`src/rtl/program_loader_pkg.sv`:
```
// Shared state encoding and default sizing for the program loader.
package program_loader_pkg;
  localparam int LD_ADDR_W = 5;
  localparam int LD_DEPTH  = 2 ** LD_ADDR_W;
  localparam int LD_CYC_W  = 16;

  typedef enum logic [2:0] {
    IDLE,
    LOAD,
    CHECK,
    FLUSH,
    RUN,
    DONE,
    ERR
  } ld_state_t;
endpackage

```
`src/rtl/ld_cycle_counter.sv`:
```
// Loadable down-counter that flags the final cycle of a run budget.
// A zero budget is promoted to one so the core always runs.
module ld_cycle_counter
  import program_loader_pkg::*;
#(
  parameter int W = LD_CYC_W
) (
  input  logic         clk,
  input  logic         rst_n,
  input  logic         load,
  input  logic         en,
  input  logic [W-1:0] value,
  output logic         last
);
  logic [W-1:0] count;

  always_ff @(posedge clk or negedge rst_n) begin
    if (!rst_n) begin
      count <= '0;
    end else if (load) begin
      count <= (value == '0) ? W'(1) : value;
    end else if (en && count != '0) begin
      count <= count - W'(1);
    end
  end

  assign last = (count == W'(1));
endmodule

```
`src/rtl/program_loader.sv`:
```
// Loads a program into the core's instruction memory, runs it, captures
// the result. PROGRAM_LOADER_CKSUM_EN adds a trailing XOR checksum word.
module program_loader
  import program_loader_pkg::*;
#(
  parameter int ADDR_W = LD_ADDR_W,
  parameter int DEPTH  = LD_DEPTH,
  parameter int DATA_W = 32,
  parameter int CYC_W  = LD_CYC_W
) (
  input  logic              clk,
  input  logic              reset,
  input  logic              start,
  input  logic              abort,
  input  logic [ADDR_W:0]   prog_len,
  input  logic [CYC_W-1:0]  run_cycles,
  input  logic              s_valid,
  output logic              s_ready,
  input  logic [DATA_W-1:0] s_data,
  output logic              ins_wr,
  output logic [ADDR_W-1:0] ins_addr,
  output logic [DATA_W-1:0] ins_data,
  output logic              core_reset,
  input  logic [DATA_W-1:0] result_in,
  output logic [DATA_W-1:0] result,
  output logic              busy,
  output logic              done,
  output logic              err
);
  localparam logic [ADDR_W:0] MAX_LEN = (ADDR_W + 1)'(DEPTH);

  ld_state_t        state;
  logic [ADDR_W:0]  len;
  logic [ADDR_W:0]  idx;
  logic [CYC_W-1:0] cyc;
  logic             last;
  logic             bad_len;
  logic             take;

`ifdef PROGRAM_LOADER_CKSUM_EN
  logic [DATA_W-1:0] cksum;
  logic [DATA_W-1:0] ck_word;
`endif

  assign bad_len = (prog_len == '0) || (prog_len > MAX_LEN);
  assign take    = s_valid & s_ready;

  ld_cycle_counter #(.W(CYC_W)) u_run_cnt (
    .clk   (clk),
    .rst_n (reset),
    .load  (state == FLUSH),
    .en    (state == RUN),
    .value (cyc),
    .last  (last)
  );

  always_ff @(posedge clk or negedge reset) begin
    if (!reset) begin
      state      <= IDLE;
      core_reset <= 1'b1;
      s_ready    <= 1'b0;
      ins_wr     <= 1'b0;
      ins_addr   <= '0;
      ins_data   <= '0;
      result     <= '0;
      busy       <= 1'b0;
      done       <= 1'b0;
      err        <= 1'b0;
      len        <= '0;
      idx        <= '0;
      cyc        <= '0;
`ifdef PROGRAM_LOADER_CKSUM_EN
      cksum      <= '0;
      ck_word    <= '0;
`endif
    end else begin
      ins_wr <= 1'b0;
      if (abort) begin
        state      <= IDLE;
        core_reset <= 1'b1;
        s_ready    <= 1'b0;
        busy       <= 1'b0;
        done       <= 1'b0;
        err        <= 1'b0;
      end else begin
        unique case (state)
          IDLE, DONE, ERR: if (start) begin
            done <= 1'b0;
            if (bad_len) begin
              state <= ERR;
              err   <= 1'b1;
            end else begin
              state   <= LOAD;
              err     <= 1'b0;
              len     <= prog_len;
              cyc     <= run_cycles;
              idx     <= '0;
              s_ready <= 1'b1;
              busy    <= 1'b1;
`ifdef PROGRAM_LOADER_CKSUM_EN
              cksum   <= '0;
`endif
            end
          end
          LOAD: if (take) begin
`ifdef PROGRAM_LOADER_CKSUM_EN
            // The word after the program is the checksum, never stored.
            if (idx == len) begin
              ck_word <= s_data;
              s_ready <= 1'b0;
              state   <= CHECK;
            end else begin
              ins_wr   <= 1'b1;
              ins_addr <= idx[ADDR_W-1:0];
              ins_data <= s_data;
              cksum    <= cksum ^ s_data;
              idx      <= idx + 1'b1;
            end
`else
            ins_wr   <= 1'b1;
            ins_addr <= idx[ADDR_W-1:0];
            ins_data <= s_data;
            idx      <= idx + 1'b1;
            if (idx == len - 1'b1) begin
              s_ready <= 1'b0;
              state   <= FLUSH;
            end
`endif
          end
`ifdef PROGRAM_LOADER_CKSUM_EN
          CHECK: begin
            if (ck_word == cksum) begin
              state <= FLUSH;
            end else begin
              state <= ERR;
              err   <= 1'b1;
              busy  <= 1'b0;
            end
          end
`endif
          FLUSH: begin
            state      <= RUN;
            core_reset <= 1'b0;
          end
          RUN: if (last) begin
            state      <= DONE;
            result     <= result_in;
            core_reset <= 1'b1;
            busy       <= 1'b0;
            done       <= 1'b1;
          end
          default: state <= IDLE;
        endcase
      end
    end
  end
endmodule

```
`config.mk`:
```
export PLATFORM = sky130hd
export DESIGN_NAME = program_loader
export DESIGN_NICKNAME = d
export VERILOG_FILES = /design/src/rtl/program_loader_pkg.sv /design/src/rtl/ld_cycle_counter.sv /design/src/rtl/program_loader.sv
export SDC_FILE = /design/constraint.sdc
export NUM_CORES = 1
export LEC_CHECK = 0
export CORE_ASPECT_RATIO = 1.5
export CORE_UTILIZATION = 30
export CTS_CLUSTER_DIAMETER = 80
export CTS_CLUSTER_SIZE = 16
export DETAILED_ROUTE_END_ITERATION = 16
export GPL_TIMING_DRIVEN = 0
export MAX_ROUTING_LAYER = met4
export PLACE_DENSITY_LB_ADDON = 0.2
export SYNTH_ARGS = -nofsm -noshare
export SYNTH_HDL_FRONTEND = slang
export SYNTH_SLANG_ARGS = --single-unit
```
`constraint.sdc`:
```
create_clock -name clk -period 4.1 [get_ports clk]
set_input_delay 0.41 -clock clk [delete_from_list [all_inputs] [get_ports clk]]
set_output_delay 0.41 -clock clk [all_outputs]
set_load 0.1 [all_outputs]
```
==> results of run 1 <==
==> flip-flops by register name (all words and copies together), names as in the netlist <==
register	count
result	32
err	1
busy	1
ins_addr	5
cyc	16
len	6
state	3
done	1
ins_data	32
idx	6
s_ready	1
core_reset	1
u_run_cnt.count	16
ins_wr	1
==> path summary, 6_finish.rpt <==
path	from	end	cells past startpoint
worst max-delay path	u_run_cnt.count[12]	u_run_cnt.count[1]	5
worst min-delay path	result[22]	result[22]	1
worst max register to register	u_run_cnt.count[12]	u_run_cnt.count[1]	5
worst min register to register	result[22]	result[22]	1
max in group asynchronous	reset	result[15]	3
min in group asynchronous	reset	len[4]	2
==> through the flow <==
stage | area, sq um | std cells | setup WS (ps)
after floorplan | 5487 | 432 | 1944
after global placement | 7410 | 814 | -2249
after detailed placement | 7438 | 815 | 1355
after CTS | 8115 | 848 | 1543
after global routing | 8115 | 848 | 1268
final | 8115 | 848 | 1541
==> logic make-up after synthesis <==
logic type	synth area share
muxes	0.1948
and+or+nand+nor	0.1095
AOI/OAI and AO/OA	0.07047
buffers and inverters	0.02509
xor gates and xnor gates	0.02873
adders and majority gates	0.01482
DFF	0.5567
==> layout by cell type, fill, tap and decap left out, types with 3 or more instances in the layout <==
cell type / count
clkdlybuf4s50_1: 164
dfrtp_1: 121
mux2_2: 90
nand2_1: 26
nor2_1: 17
o21ai_0: 17
clkbuf_16: 17
xnor2_1: 11
nor4_1: 10
nand4_1: 10
nand3_1: 10
a21oi_1: 10
inv_1: 9
nor3_1: 8
clkbuf_1: 7
buf_4: 7
xor2_1: 7
bufinv_16: 6
ha_1: 4
o211ai_1: 3
nor3b_1: 3
buf_6: 3
mux2_4: 3
and4_1: 3
clkinv_2: 3
==> layout make-up <==
type                    instances  area, sq um
fillers                      1656         9827
flip-flops and latches        122         3054
multi-input cells             285         2295
repair buffers                167         1690
clock buffers                  20        446.7
well taps                     217        271.5
clock inverters                12        220.2
plain buffers                  16        103.9
inverters                       9        33.78
==> power groups by stage <==
stage	combinational, mW	clock, mW	sequential [mW]
2_1_floorplan	0.813	0	3.36
3_3_place_gp	3.01	0	1.93
3_5_place_dp	3.04	0	1.94
4_1_cts	3.05	1.74	1.93
5_1_grt	3.18	1.78	1.98
6_report	3.03	1.69	1.92
==> worst max-delay path: cells and delay by family (launching register included) <==
kind            cells  cell delay (ps)
simple gates        2             1020
compound gates      1              590
flops               1              410
mux                 2              430
==> per-layer routing <==
metal / track usage / part of all wire / routed length, um
met5: - / 0 / 0
met4: 0.06667 / 0.025 / 348
met3: 0.04162 / 0.045 / 620
met2: 0.2779 / 0.54 / 7407
met1: 0.1700 / 0.39 / 5434
==> repair_timing <==
item | in CTS | in global routing
endpoints found under the setup margin | 0 | 0
hold buffers | 1 | 0
endpoints found under the hold margin | 50 | 0
==> run_results.csv, run 1 <==
group,metric,value,unit
clocking,cts-resized-gates,0,
clocking,clock_path_buffers,2,
clocking,cts_num_sinks,122,
clocking,htree_levels,4,
setup_path,start_kind,"flop",
timing,rsz0062_at_grt,"no",
hold_path,hp-class,"reg2reg",
clocking,clkLatencyLatePin,410,ps
layout,areaGrowthSynthToFinish,47.91,%
route,drtPass1Iterations,6,
logic_synthesis,synth_top_cell_area_share,0.5519,
timing,min_period_over_period,0.6241,
setup_path,rrSetupSlack,1540,ps
logic_synthesis,netlist_top_cells_count,"dfrtp_1 (121), mux2_2 (90), nand2_1 (26)",
setup_path,critPathRequiredTime,4390,ps
setup_path,cp_max_fo,5,
die,core-area,17940,sq um
die,die_h,167.6,um
logic_synthesis,synth_most_common_cell,"dfrtp_1",
placed_design,gp_congestion,0.8271,
logic_synthesis,synth_nets,527,
clocking,clockRootBuffer,"clkbuf_16",
power_and_ir_drop,p_switching,2.958,mW
die,die_x,112.4,um
setup_path,critPathKind,"reg2reg",
setup_path,cp_slowest_cell,"nor4_1",
power_and_ir_drop,intPower,3.691,mW
clocking,path_clk_slew,60,ps
clocking,cts_tree,"yes",
logic_synthesis,yosys-top-cells-area,"dfrtp_1 (55%), mux2_2 (18%), nand2_1 (1.8%)",
global_route,grt_max_degree,72,
power_and_ir_drop,ir_drop,0.0006124,V
setup_path,endpoint_kind,"flop",
logic_synthesis,yosys_warnings,0,
die,num_rows,60,
die,start_util,0.3058,
timing,slew_headroom,0.3233,
power_and_ir_drop,p_total,6.649,mW
timing,finalCriticalPeriod,2559,ps
placed_design,dpl.hpwl,10.21,mm
logic_synthesis,synthArstFlopShare,1.000,
layout,final_util,0.4523,
logic_synthesis,synth_top_cell_by_area,"dfrtp_1",
timing,finalHoldViolCount,0,
timing,fmax,390.8,MHz
route,wl_per_cell,16.29,um
global_route,grt_util_all_layers,0.1593,
timing,tightest_slew,1012,ps
route,via_per_inst,4.960,
global_route,first_global_vias,4516,
global_route,antenna_found_initial,0,
power_and_ir_drop,p_leak,3.518,nW
power_and_ir_drop,p_per_area,819.3,nW/um^2
logic_synthesis,ys_ff_latch,122,
placed_design,portBuffers,165,
power_and_ir_drop,combPwrFrac,0.456,
global_route,grt_pass1_wl,22.88,mm
route,postRouteAntennaNets,0,
clocking,numCtsBuffers,17,
power_and_ir_drop,power_frac_clock,0.254,
logic_synthesis,synth-edff-count,0,
route,drc,0,
setup_path,slowest_delay,830,ps
logic_synthesis,avgSynthCellArea,12.70,sq um
route,vias,4206,
outcome,status,"finished, final reports clean",
logic_synthesis,netlist_area,5487,sq um
route,wirelength,13.81,mm
clocking,postCtsSetupBuffers,0,
layout,insertedDiodeCount,0,
logic_synthesis,yosysSeqAreaShare,0.5567,
die,die_area,18840,sq um
route,drt-initial-drc-count,147,
die,io_pins,166,
timing,maxSlewViolCount,0,
logic_synthesis,yosysUniqueCellTypes,65,
timing,tns,0,ps
timing,whs,502.0,ps
timing,clock_skew,6.337,ps
power_and_ir_drop,seq_power_share,0.289,
flow_run,drv_cap,0,
logic_synthesis,synthFlopType,"dfrtp_1",
power_and_ir_drop,p_sw_frac,0.4449,
layout,layout.nets,713,
setup_path,critical_path.cell_chain,"nor4_1 > nand3_1 > o21ai_0 > mux2i_1 > mux2_2",
timing,setup_viol,0,
setup_path,cp.arrival,2850,ps
global_route,grt-ovfl-total,0,
layout,drive_gt1_frac,0.2330,
logic_synthesis,syn-instance-count,432,
No activity file was read; power rests on OpenSTA's default activity.
==> run 2: changes to the inputs <==
==> constraint.sdc (replaced) <==
create_clock -name clk -period 2.4 [get_ports clk]
set_input_delay 0.24 -clock clk [delete_from_list [all_inputs] [get_ports clk]]
set_output_delay 0.24 -clock clk [all_outputs]
set_load 0.1 [all_outputs]
==> run 2 against run 1 <==
  * Register-to-register slack lost 1400 ps
  * Clock skew is essentially flat
  * Global-route usage is essentially flat
  * Utilization grew 0.24 points
  * Setup slack lost 1500 ps
  * Worst hold slack lost 140 ps
  * Sequential share of layout area shrank 0.20 points
==> run_results.csv, run 2 (synthesis gave the netlist of run 1 again) <==
group,metric,value,unit
layout,final_util,0.4547,
power_and_ir_drop,p_total,11.40,mW
layout,drive_gt1_frac,0.2429,
timing,tns,0,ps
layout,nFillCells,1648,
layout,insertedDiodeCount,0,
setup_path,endpoint_kind,"output pin",
layout,fin_area,8158,sq um
layout,areaGrowthSynthToFinish,48.69,%
clocking,numCtsBuffers,17,
route,postRouteAntennaNets,0,
clocking,cts_tree,"yes",
setup_path,cp_max_fo,2,
global_route,grt_util_all_layers,0.1595,
power_and_ir_drop,p_per_area,1398,nW/um^2
clocking,cts_num_sinks,122,
placed_design,place_area,7438,sq um
route,drt-initial-drc-count,125,
global_route,grt_max_degree,72,
global_route,grtUsageMet3,0.04162,
clocking,clockRootBuffer,"clkbuf_16",
timing,finalCriticalPeriod,2320,ps
route,via_per_inst,4.945,
setup_path,critPathRequiredTime,2160,ps
die,die_x,112.4,um
setup_path,critical_path.cell_chain,"clkdlybuf4s50_1",
die,start_util,0.3058,
outcome,status,"finished, final reports clean",
timing,fmax,431.1,MHz
global_route,grt.met2_usage,0.2784,
global_route,grt-busiest-layer,"met2",
placed_design,dpl.hpwl,10.21,mm
timing,tightest_slew,1012,ps
power_and_ir_drop,p_leak,3.532,nW
global_route,met1_usage,0.1701,
setup_path,start_kind,"flop",
setup_path,cp.arrival,2080,ps
layout,reg_top3,"ins_data: 32 flops, result: 32 flops",
setup_path,cp_slowest_cell,"clkdlybuf4s50_1",
setup_path,cp.buffers_inverters,1,
clocking,path_clk_slew,50,ps
layout,final_common_cell,"clkdlybuf4s50_1",
timing,slew_headroom,0.3233,
route,wl_per_cell,16.37,um
global_route,antenna_found_initial,0,
clocking,clkLatencyLatePin,410,ps
hold_path,hp-class,"in2async",
timing,clock_skew,6.659,ps
setup_path,rr_startpoint,"state[1]",
die,core-area,17940,sq um
timing,finalHoldViolCount,0,
die,die_h,167.6,um
placed_design,pre_cts_ws,-175.3,ps
setup_path,startpoint,"core_reset",
route,wirelength,13.87,mm
route,drc,0,
global_route,grt_pass1_wl,22.91,mm
setup_path,slowest_delay,1140,ps
timing,min_period_over_period,0.9665,
clocking,clock_path_buffers,2,
setup_path,path_delay_family,"buffers and inverters",
timing,maxSlewViolCount,0,
placed_design,gp_congestion,0.8271,
route,drtPass1Iterations,6,
layout,layout.nets,712,
placed_design,portBuffers,165,
route,vias,4188,
clocking,htree_levels,4,
setup_path,r2r_cells,6,
setup_path,cp.depth,1,
timing,fin_ws,80.48,ps
timing,rsz0062_at_grt,"no",
flow_run,drv_cap,0,
setup_path,critPathKind,"reg2out",
timing,setup_viol,0,
die,die_area,18840,sq um
die,io_pins,166,
power_and_ir_drop,ir_drop,0.001049,V
die,num_rows,60,
global_route,first_global_vias,4525,
layout,mostFrequentLayoutCells,"clkdlybuf4s50_1 (164), dfrtp_1 (121), mux2_2 (90)",
global_route,grt-ovfl-total,0,
-- run 2: area by class of cell --
type	instances	area, sq um	share of cell area
inverter	9	33.78	0.004141
clock inverter	12	220.2	0.02699
buffer	14	96.34	0.01181
timing repair buffer	168	1698	0.2081
sequential	122	3054	0.3744
multi-input combinational	285	2337	0.2865
clock buffer	20	446.7	0.05475
tap	217	271.5	0.03328
-- run 2: worst reg2reg max path: cells and delay by family, from the launching register on --
family | cells | cell delay, ps
buf+inv | 1 | 220
flops | 1 | 520
mux | 1 | 360
simple gates | 4 | 1040
-- run 2: metrics by stage --
step | std cells | hold slack (ps)
finish | 847 | 358.5
global route | 847 | 390.8
CTS | 849 | 361.4
detailed placement | 815 | 228.9
global placement | 814 | 487.5
floorplan | 432 | -55.59
-- run 2: repair_timing --
action,in CTS,in global routing
buffers inserted,1,0
resized for setup,6,3
hold buffers,1,0
pin swaps,1,0
endpoints found under the hold margin,50,0
setup endpoints to repair,55,41
gates cloned,0,0
-- run 2: path summary, 6_finish.rpt --
check                        endpoint  slack [ps]
setup reg to reg           result[16]         150
setup / recovery           core_reset          80
max in group asynchronous  result[15]        1320
min in group clk           result[21]         440
hold reg to reg            result[22]         500
hold / removal                 len[4]         360
-- run 2: layer usage --
metal	share of wire	up-vias
met5	0	-
met4	0.025	0
met3	0.046	24
met2	0.54	123
met1	0.39	2087
li1	-	1954
-- run 2: report_power, final --
group          leakage, nW  internal [mW]  total (mW)  switching [mW]
clock network        0.324           1.97        2.89           0.920
registers             1.61           2.75        3.33           0.582
logic                 1.60           1.59        5.18            3.58
total                 3.53           6.32        11.4            5.09
==> run 3: changes to the inputs <==
--- a/config.mk
+++ b/config.mk
@@ -6,6 +6,7 @@
 export NUM_CORES = 1
 export LEC_CHECK = 0
 export CORE_ASPECT_RATIO = 1.5
+export CORE_MARGIN = 4
 export CORE_UTILIZATION = 30
 export CTS_CLUSTER_DIAMETER = 80
 export CTS_CLUSTER_SIZE = 16
==> run 3 against run 2 <==
  * Clock-buffer cell count decreased by 2
  * Global-route usage down 1.1 points
  * Clock power decreased by 13%
  * Maximum frequency is essentially flat
  * Sequential share of layout area grew 0.41 points
  * Flip-flop and latch count did not move
  * Register-to-register slack better by 50 ps
  * Power decreased by 3.3%
  * Die area increased by 9.1%
  * Design area shrank 1.1%
  * Routed wire length grew 3.6%
  * Utilization fell by 0.50 points
  * Critical path type unchanged
  * Largest power group unchanged
==> run_results.csv, run 3 (synthesis gave the netlist of run 1 again) <==
group,metric,value,unit
outcome,status,"finished, final reports clean",
global_route,antenna_found_initial,0,
clocking,clock_path_buffers,2,
global_route,first_global_vias,4668,
setup_path,slowest_delay,1130,ps
global_route,grt-ovfl-total,0,
die,num_rows,60,
timing,fmax,431.6,MHz
timing,maxSlewViolCount,0,
placed_design,gp_congestion,0.8753,
route,vias,4193,
route,postRouteAntennaNets,0,
timing,finalCriticalPeriod,2317,ps
placed_design,pre_cts_ws,-174.3,ps
route,drtPass1Iterations,4,
hold_path,hp-class,"in2async",
clocking,numCtsBuffers,17,
layout,areaGrowthSynthToFinish,47.07,%
placed_design,dp.cells,815,
timing,setup_viol,0,
layout,final_util,0.4497,
clocking,htree_levels,4,
timing,tns,0,ps
setup_path,endpoint_kind,"output pin",
setup_path,cp.arrival,2080,ps
timing,finalHoldViolCount,0,
die,core-area,17940,sq um
placed_design,portBuffers,165,
setup_path,cp_slowest_cell,"clkdlybuf4s50_1",
timing,clock_skew,10.08,ps
setup_path,critPathRequiredTime,2160,ps
timing,tightest_slew,1020,ps
clocking,clkLatencyLatePin,420,ps
route,drt-initial-drc-count,131,
clocking,cts_num_sinks,122,
route,wirelength,14.36,mm
layout,layout.nets,712,
setup_path,cp_max_fo,2,
layout,insertedDiodeCount,0,
layout,reg_top3,"ins_data: 32 flops, result: 32 flops",
power_and_ir_drop,ir_drop,0.0008854,V
route,via_per_inst,4.950,
die,io_pins,166,
clocking,path_clk_slew,60,ps
layout,mostFrequentLayoutCells,"clkdlybuf4s50_1 (164), dfrtp_1 (121), mux2_2 (90)",
clocking,cts_tree,"yes",
die,start_util,0.3058,
route,drc,0,
clocking,clockRootBuffer,"clkbuf_16",
timing,rsz0062_at_grt,"no",
setup_path,critical_path.cell_chain,"clkdlybuf4s50_1",
setup_path,path_delay_family,"buffers and inverters",
die,die_x,118.4,um
route,wl_per_cell,16.95,um
power_and_ir_drop,p_leak,3.483,nW
layout,final_common_cell,"clkdlybuf4s50_1",
global_route,grt_pass1_wl,23.74,mm
layout,fin_area,8069,sq um
layout,final_cells,847,
layout,drive_gt1_frac,0.2460,
placed_design,dpl.hpwl,10.68,mm
flow_run,drv_cap,0,
setup_path,start_kind,"flop",
timing,fin_ws,82.77,ps
timing,min_period_over_period,0.9655,
setup_path,critPathKind,"reg2out",
global_route,grt_max_degree,85,
power_and_ir_drop,p_per_area,1367,nW/um^2
layout,nFillCells,1719,
timing,slew_headroom,0.3179,
setup_path,cp.buffers_inverters,1,
global_route,grt_util_all_layers,0.1483,
die,die_h,173.6,um
die,die_area,20560,sq um
placed_design,place_area,7438,sq um
## run 3: changes by cell type in the layout (fill, tap and decap cells not counted), sizes merged
cell / change
inv: +2
bufinv: -4
clkinvlp: +4
clkbuf: -2
## run 3: final cells by class
cell class	instances	area, sq um	area share
Inverter	9	33.78	0.004187
Timing Repair Buffer	168	1698	0.2104
Sequential cell	122	3054	0.3785
Multi-Input combinational cell	285	2328	0.2886
Buffer	14	96.34	0.01194
Clock inverter	14	147.6	0.01830
Clock buffer	18	439.2	0.05443
Tap cell	217	271.5	0.03365
## run 3: worst reg2reg max path, cell delays in order, from the launching register on
cell     delay (ps)
dfrtp_1         350
buf_2           210
or3b_2          540
nor3_4          370
buf_4           270
mux2_2          360
## run 3: path summary, 6_finish.rpt
| check | start | endpoint | slack [ps] | cells after the start |
|---|---|---|---|---|
| worst min register to register | core_reset | core_reset | 500 | 2 |
| max in group asynchronous | reset | core_reset | 1330 | 3 |
| worst max register to register | state[0] | ins_data[4] | 200 | 5 |
| worst max-delay path | core_reset | core_reset | 80 | 1 |
| worst min-delay path | reset | ins_data[20] | 290 | 2 |
| min in group clk | s_data[17] | ins_data[17] | 430 | 2 |
## run 3: stage by stage
step           power (mW)  hold slack, ps
5_1_grt             11.57           330.1
3_3_place_gp        8.435           490.3
6_report            11.03           286.9
2_1_floorplan       7.126          -55.59
4_1_cts             11.14           280.0
3_5_place_dp        8.530           174.0
## run 3: layer usage
metal | share of wire | GRT usage
met2 | 0.53 | 0.2515
met4 | 0.021 | 0.05848
met3 | 0.055 | 0.04767
met5 | 0 | -
met1 | 0.40 | 0.1612
## run 3: power by group
part | internal, mW | leakage [nW] | switching [mW]
clock network | 1.56 | 0.275 | 0.964
registers | 2.75 | 1.61 | 0.573
logic | 1.59 | 1.60 | 3.59
## run 3: timing repair
| item | CTS | global route |
|---|---|---|
| hold buffers | 1 | 0 |
| pin swaps | 1 | 1 |
| setup buffers | 1 | 0 |
| endpoints found under the hold margin | 38 | 0 |
| setup endpoints to repair | 68 | 49 |
| cloned | 0 | 0 |
| resized for setup | 4 | 4 |
